<file path="src/rtl/vrased_pkg.sv">
// ---------------------------------------------------------------------------
// vrased_pkg : state encodings, violation indices and counter sizing helper
// Rev 1.0
// ---------------------------------------------------------------------------
`default_nettype none

package vrased_pkg;

  localparam int NUM_VIOL = 6;

  localparam int V_XSTACK    = 0;
  localparam int V_AC        = 1;
  localparam int V_ATOMIC    = 2;
  localparam int V_DMAAC     = 3;
  localparam int V_DMADETECT = 4;
  localparam int V_DMAXSTACK = 5;

  localparam logic [1:0] ST_IDLE    = 2'd0;
  localparam logic [1:0] ST_ASSERT  = 2'd1;
  localparam logic [1:0] ST_WAIT_PC = 2'd2;

  // Bits needed to hold max_val; never below one so a counter always exists.
  function automatic int cnt_width(input int max_val);
    return (max_val < 2) ? 1 : $clog2(max_val + 1);
  endfunction

endpackage

`default_nettype wire

</file>
<file path="src/rtl/hwmod_down_counter.sv">
// ---------------------------------------------------------------------------
// hwmod_down_counter : loadable down counter that stops at zero
// Rev 1.0
// ---------------------------------------------------------------------------
`default_nettype none

module hwmod_down_counter #(
  parameter int WIDTH = 8
) (
  input  logic             clk,
  input  logic             reset_n,
  input  logic             load,
  input  logic [WIDTH-1:0] load_val,
  input  logic             dec,
  output logic             zero
);

  logic [WIDTH-1:0] r_count;

  always_ff @(posedge clk) begin
    if (!reset_n) begin
      r_count <= '0;
    end else if (load) begin
      r_count <= load_val;
    end else if (dec && (r_count != '0)) begin
      r_count <= r_count - 1'b1;
    end
  end

  assign zero = (r_count == '0);

endmodule

`default_nettype wire

</file>
<file path="src/rtl/vrased_reset_seq.sv">
// ---------------------------------------------------------------------------
// vrased_reset_seq : violation-driven core reset sequencer with cause capture
// Rev 1.0
// ---------------------------------------------------------------------------
`default_nettype none

module vrased_reset_seq
  import vrased_pkg::*;
#(
  parameter logic [15:0] RESET_HANDLER = 16'h0000,
  parameter int          RST_CYCLES    = 4,
  parameter int          PC_TIMEOUT    = 255,
  parameter int          CNT_W         = 8
) (
  input  logic                mclk,
  input  logic                reset_n,
  input  logic [NUM_VIOL-1:0] viol,
  input  logic [15:0]         pc,
  input  logic                cause_clr,
  output logic                sys_rst,
  output logic [NUM_VIOL-1:0] cause,
  output logic [CNT_W-1:0]    viol_cnt,
  output logic                seq_busy
);

  localparam int PULSE_W = cnt_width(RST_CYCLES - 1);
  localparam int TMO_W   = cnt_width(PC_TIMEOUT);
  localparam logic [PULSE_W-1:0] C_PULSE_LOAD = PULSE_W'(RST_CYCLES - 1);
  localparam logic [TMO_W-1:0]   C_TMO_LOAD   = TMO_W'(PC_TIMEOUT);

  logic [1:0]          r_state;
  logic [1:0]          w_next;
  logic [NUM_VIOL-1:0] r_cause;
  logic [CNT_W-1:0]    r_cnt;
  logic w_any, w_event;
  logic w_p_load, w_p_dec, w_p_zero;
  logic w_t_load, w_t_dec, w_t_zero;
  logic w_clr_ok;

  assign w_any = |viol;

  always_comb begin
    w_next   = r_state;
    w_p_load = 1'b0;
    w_p_dec  = 1'b0;
    w_t_load = 1'b0;
    w_t_dec  = 1'b0;
    w_event  = 1'b0;
    case (r_state)
      ST_IDLE: begin
        if (w_any) begin
          w_next   = ST_ASSERT;
          w_p_load = 1'b1;
          w_event  = 1'b1;
        end
      end
      ST_ASSERT: begin
        // Mid-pulse violations only accumulate cause; the pulse is never stretched.
        if (!w_p_zero) begin
          w_p_dec = 1'b1;
        end else if (w_any) begin
          w_p_load = 1'b1;
          w_event  = 1'b1;
        end else begin
          w_next   = ST_WAIT_PC;
          w_t_load = 1'b1;
        end
      end
      ST_WAIT_PC: begin
        if (w_any) begin
          w_next   = ST_ASSERT;
          w_p_load = 1'b1;
          w_event  = 1'b1;
        end else if (pc == RESET_HANDLER) begin
          w_next = ST_IDLE;
        end else if (w_t_zero) begin
          w_next   = ST_ASSERT;
          w_p_load = 1'b1;
        end else begin
          w_t_dec = 1'b1;
        end
      end
      default: w_next = ST_IDLE;
    endcase
  end

  assign w_clr_ok = cause_clr && (r_state == ST_IDLE) && !w_any;

  always_ff @(posedge mclk) begin
    if (!reset_n) begin
      r_state <= ST_IDLE;
      r_cause <= '0;
      r_cnt   <= '0;
    end else begin
      r_state <= w_next;
      r_cause <= w_clr_ok ? '0 : (r_cause | viol);
      if (w_event && (r_cnt != {CNT_W{1'b1}})) begin
        r_cnt <= r_cnt + 1'b1;
      end
    end
  end

  hwmod_down_counter #(.WIDTH(PULSE_W)) u_pulse_cnt (
    .clk      (mclk),
    .reset_n  (reset_n),
    .load     (w_p_load),
    .load_val (C_PULSE_LOAD),
    .dec      (w_p_dec),
    .zero     (w_p_zero)
  );

  hwmod_down_counter #(.WIDTH(TMO_W)) u_tmo_cnt (
    .clk      (mclk),
    .reset_n  (reset_n),
    .load     (w_t_load),
    .load_val (C_TMO_LOAD),
    .dec      (w_t_dec),
    .zero     (w_t_zero)
  );

  // Combinational so a violation reaches the core in the same cycle.
  assign sys_rst  = (r_state == ST_ASSERT) | w_any;
  assign cause    = r_cause;
  assign viol_cnt = r_cnt;
  assign seq_busy = (r_state != ST_IDLE);

endmodule

`default_nettype wire

</file>
<file path="config.mk">
export PLATFORM = sky130hd
export DESIGN_NAME = vrased_reset_seq
export DESIGN_NICKNAME = d
export VERILOG_FILES = /design/src/rtl/vrased_pkg.sv /design/src/rtl/hwmod_down_counter.sv /design/src/rtl/vrased_reset_seq.sv
export SDC_FILE = /design/constraint.sdc
export NUM_CORES = 1
export LEC_CHECK = 0
export CAP_MARGIN = 20
export CORE_MARGIN = 5
export CORE_UTILIZATION = 47
export DETAILED_ROUTE_END_ITERATION = 12
export GPL_TIMING_DRIVEN = 0
export PLACE_DENSITY = 0.79
export SLEW_MARGIN = 20
export SYNTH_ARGS = -nofsm -noshare
export SYNTH_HDL_FRONTEND = slang
export SYNTH_HIERARCHICAL = 1
export SYNTH_SLANG_ARGS = --single-unit
</file>
<file path="constraint.sdc">
create_clock -name mclk -period 2.65 [get_ports mclk]
set_clock_uncertainty 0.1 [all_clocks]
set_input_delay 0.53 -clock mclk [delete_from_list [all_inputs] [get_ports mclk]]
set_output_delay 0.53 -clock mclk [all_outputs]
set_load 0.1 [all_outputs]
</file>
==> results of run 1 <==
## kinds of logic (layout without fill, tap and decap cells)
group	count (synthesis)	count (layout)	share of synthesized area, %
buf+inv	16	61	4.34
compound gates	45	45	22.9
mux	3	3	2.13
xor+xnor	4	4	2.48
fa+ha+maj	4	4	3.54
other cells	1	10	0.265
simple gates	64	64	27.5
flops	26	26	36.8
## path summary, 6_finish.rpt
check / cells after the start / slack [ns] / end / start
worst min register to register: 1 / 0.37 / cause[5] / cause[5]
worst min-delay path: 1 / 0.37 / cause[5] / cause[5]
worst max-delay path: 5 / 0.09 / sys_rst / viol[2]
worst max register to register: 8 / 0.17 / u_tmo_cnt/r_count[2] / u_tmo_cnt/r_count[2]
## layout by cell type, fill, tap and decap left out, drive strengths merged, types with 5 or more instances in the layout
cell / instances
inv: 11
o21a: 8
nand2b: 5
or4: 6
clkdlybuf4s50: 36
nor2: 10
nor4: 7
a21oi: 9
o31ai: 6
dfxtp: 26
nand2: 8
conb: 10
clkbuf: 6
o21ai: 8
nand3: 8
## layer usage
metal / part of all wire [%] / global-route usage, % / wire length, µm / vias to the layer above
met1: 45 / 21.4 / 1580 / 653
met2: 47 / 30.0 / 1670 / 56
li1: - / - / - / 707
met5: 0 / 0 / 0 / -
met3: 6.8 / 3.97 / 239 / 6
met4: 1.1 / 5.01 / 40 / 0
## registers in the layout (all words and copies together) (netlist names)
| register | count |
|---|---|
| r_state | 2 |
| u_tmo_cnt/r_count | 8 |
| viol_cnt | 8 |
| cause | 6 |
| u_pulse_cnt/r_count | 2 |
## power by group through the flow
stage / registers [mW] / logic [mW] / clock network, mW
6_report: 0.420 / 0.226 / 0.165
5_1_grt: 0.423 / 0.240 / 0.191
2_1_floorplan: 0.512 / 0.0651 / 0
3_3_place_gp: 0.427 / 0.222 / 0
4_1_cts: 0.420 / 0.226 / 0.172
3_5_place_dp: 0.428 / 0.226 / 0
## worst max-delay path: stages
cell and delay (ns):
clkdlybuf4s50_1 0.52, nor2_2 0.07, and3_1 0.20, nand2_1 0.06, clkdlybuf4s15_2 0.55
## repair_timing
item | CTS | global route
endpoints found under the hold margin | 0 | 0
cloned | 0 | 0
setup buffers | 0 | 2
setup endpoints to repair | 1 | 8
resized for setup | 3 | 9
## stage by stage
stage	TNS [ns]	power [mW]	util, %
4_1_cts	0	0.818	67.5
2_1_floorplan	0	0.577	-
5_1_grt	0	0.854	68.7
6_report	0	0.812	68.7
3_3_place_gp	-1.25	0.649	66.7
3_5_place_dp	-1.55	0.654	66.7
## layout make-up
class	count	area [µm²]
plain buffers	5	21.3
clock buffers	3	22.5
fillers	246	885
inverters	11	41.3
multi-input cells	130	876
flip-flops and latches	26	520
well taps	31	38.8
repair buffers	42	424
==> flow_metrics.tcl, run 1 <==
set metrics [dict create \
    netlist_instances 163 \
    tightest_slew_ns 0.978 \
    antenna_cells 0 \
    synth_common_cells "dfxtp_1 (26), inv_1 (11), nor2_1 (10)" \
    io_pins 41 \
    synth_seq_area_share_pct 36.8 \
    internal-power_uw 540 \
    setup_viol_count_final 0 \
    place_ws_ns -0.481 \
    dp_hpwl_um 2740 \
    grt_antenna_before_repair 0 \
    fmaxAchievable_mhz 391 \
    grt_pass1_wl_um 6030 \
    slew_headroom_pct 34.6 \
    clkSinkCount 26 \
    wirelength_um 3530 \
    first_iter_violations 40 \
    slew_viol_final 0 \
    synth-edff-count 0 \
    cp_max_fo 3 \
    area_growth_pct 37.6 \
    initial_core_util_pct 49.9 \
    power.density_nw_per_um2 417 \
    status "completed" \
    cts_htree_levels 1 \
    hold_class "reg2reg" \
    cts_tree "done" \
    viasPerCell 5.73 \
    grt_use_total_pct 17.3 \
    critical_path_required_ns 2.02 \
    drive_above_1_share_pct 9.22 \
    timing.final.crit_share_pct 96.6 \
    ir_drop_mv 0.213 \
    synth_area_leader_cell "dfxtp_1" \
    dp_cells 243 \
    cts_max_path_buffers 2 \
    synthArstFlopShare_pct 0 \
    wl_per_cell_um 14.2 \
    synthFlopType "dfxtp_1" \
    final_cells 248 \
    switchingPower_uw 272 \
    synth_top_area_share_pct 36.8 \
    finalWorstSetupSlack_ns 0.0909 \
    grt_pass1_vias 1397 \
    postSynthAreaPerCell_um2 8.67 \
    p_leak_nw 0.806 \
    die_area_um2 4200 \
    pwr-share-seq_pct 51.7 \
    grt_max_degree 14 \
    finish.instance_area_um2 1940 \
    coreArea_um2 2830 \
    post-synth-top-count-cell "dfxtp_1" \
    cts-root-buf "clkbuf_4" \
    cap_violations 0 \
    synthTopCellsByArea "dfxtp_1 (37%), o21a_1 (4.3%), ha_1 (3.5%), a21oi_1 (3.2%), o31ai_1 (3.2%)" \
    clkPwrFrac_pct 20.4 \
    gp_congestion 0.850 \
    drc 0 \
    synth-warning-count 6 \
    p_comb_share_pct 27.9 \
    synth_cell_types 44 \
    path_clk_slew_ns 0.13 \
    die_w_um 64.8 \
    dr.pass1.iters 4 \
    fin_crit_ns 2.56 \
    syn-cell-area_um2 1410 \
    rsz0062_at_grt "no" \
    die_h_um 64.8 \
    critPathKind "in2out" \
    nets 248 \
    start_kind "input port" \
    cp.arrival_ns 1.93 \
    crit_path_end_kind "output pin" \
    clk_latency_ns 0.31 \
    port_buffers 40 \
    grt-ovfl-total 0 \
    p_sw_share_pct 33.5 \
    holdWs_ns 0.371 \
    cts_made_buffers 3 \
    report.final.hold_viol_count 0 \
    synth-seq-cells 26 \
    cts_hold_buf 0 \
    std_cell_rows 19 \
    via_count 1422 \
    ant_nets 0 \
    dpl_cell_area_um2 1890 \
]
No activity file was read; power rests on OpenSTA's default activity.
==> run 2, diff against run 1 <==
- GPL_TIMING_DRIVEN: 0 -> default
- TNS_END_PERCENT: default -> 10
==> run 2 against run 1 <==
Count of clock-buffer cells in the layout is the same. Design area is essentially flat. Clock power is essentially flat. Global-route usage is essentially flat. Register-to-register slack gained 0.04 ns. Die area is the same. Worst setup slack gained 0.11 ns. Fmax grew 4.7%. Critical path type is now in2reg. Critical endpoint is now u_tmo_cnt/r_count[7].
==> flow_metrics.tcl, run 2 (synthesized netlist as in run 1, its figures left out) <==
set metrics [dict create \
    timing.final.crit_share_pct 92.2 \
    report.final.hold_viol_count 0 \
    hold_class "reg2reg" \
    setup_viol_count_final 0 \
    slew_viol_final 0 \
    multi_input_area_um2 865 \
    worst_path_max_delay_cell "or3b_2" \
    cp.arrival_ns 2.56 \
    final_cells 252 \
    seq_area_um2 520 \
    cp_cell_sequence "clkdlybuf4s50_1, nor2_1, and3_1, and4b_1, or3b_2, nor3_1, mux2i_1, a21oi_1" \
    ir_drop_mv 0.312 \
    cts_tree "done" \
    power.density_nw_per_um2 417 \
    std_cell_rows 19 \
    gp_congestion 0.841 \
    drive_above_1_share_pct 17.2 \
    num-fill-cells 233 \
    rsz0062_at_grt "no" \
    dp_cells 249 \
    grt_pass1_vias 1416 \
    dp_hpwl_um 2700 \
    grt_pass1_wl_um 5960 \
    grt_max_degree 16 \
    crit_buf_inv 1 \
    cts_made_buffers 3 \
    p_leak_nw 0.813 \
    area_growth_pct 37.6 \
    cts-root-buf "clkbuf_4" \
    cts_resized 0 \
    grt-ovfl-total 0 \
    via_count 1402 \
    ant_nets 0 \
    wl_per_cell_um 13.6 \
    clkSinkCount 26 \
    drc 0 \
    cts_max_path_buffers 2 \
    antenna_cells 0 \
    mostFrequentLayoutCells "dfxtp_1 (26), buf_4 (26), clkdlybuf4s50_1 (24)" \
    initial_core_util_pct 49.9 \
    grt_antenna_before_repair 0 \
    status "completed" \
    io_pins 41 \
    crit_path_max_incr_delay_ns 0.47 \
    cts_htree_levels 1 \
    path_clk_slew_ns 0.14 \
    cts_hold_buf 0 \
    post-cts-setup-buffer-count 0 \
    fin_crit_ns 2.44 \
    critical_path_required_ns 2.76 \
    holdWs_ns 0.370 \
    viasPerCell 5.56 \
    critPathKind "in2reg" \
    cp_max_fo 3 \
    die_w_um 64.8 \
    port_buffers 40 \
    nets 252 \
    grt_use_total_pct 17.4 \
    clk_latency_ns 0.31 \
    dr.pass1.iters 4 \
    tightest_slew_ns 0.655 \
    cap_violations 0 \
    die_h_um 64.8 \
    die_area_um2 4200 \
    fmaxAchievable_mhz 409 \
    coreArea_um2 2830 \
    wirelength_um 3430 \
    finalPower_uw 811 \
    crit_path_end_kind "register" \
    slew_headroom_pct 56.2 \
    start_kind "input port" \
    first_iter_violations 53 \
    crit_family "simple AND/OR/NAND/NOR gates" \
]
==> run 2: final timing paths <==
| path | startpoint | to | slack, ns | depth (start not counted) |
|---|---|---|---|---|
| min reg2reg | cause[5] | cause[5] | 0.37 | 1 |
| max reg2reg | u_tmo_cnt/r_count[0] | u_tmo_cnt/r_count[7] | 0.21 | 9 |
| min | cause[5] | cause[5] | 0.37 | 1 |
| max | viol[2] | u_tmo_cnt/r_count[7] | 0.21 | 8 |
==> run 2: through the flow <==
step / utilization, % / instance area [µm²] / worst slack, ns / TNS (ns)
final: 68.7 / 1940 / 0.206 / 0
after global routing: 68.7 / 1940 / 0.115 / 0
after CTS: 68.7 / 1940 / 0.222 / 0
after detailed placement: 67.9 / 1920 / -0.0948 / -0.118
after global placement: 67.9 / 1920 / -0.0242 / -0.0242
after floorplan: - / 1450 / 0.345 / 0
==> run 2: per-layer routing <==
metal  global-route usage (%)  vias up  share of wire [%]
met5                        0        -                  0
met4                     5.54        0               0.55
met3                     4.66        2                7.9
met2                     31.4       40                 46
met1                     19.7      641                 46
li1                         -      719                  -
==> run 2: power by group <==
group | total (mW) | switching, mW | internal, mW
Combinational | 0.226 | 0.146 | 0.0792
Sequential | 0.420 | 0.0127 | 0.407
Clock | 0.165 | 0.112 | 0.0532
==> run 2: layout make-up <==
| cell class | count | area share, % |
|---|---|---|
| tap | 31 | 2.00 |
| sequential | 26 | 26.8 |
| clock buffer | 3 | 1.16 |
| timing repair buffer | 51 | 23.4 |
| multi-input combinational | 130 | 44.5 |
| inverter | 11 | 2.12 |
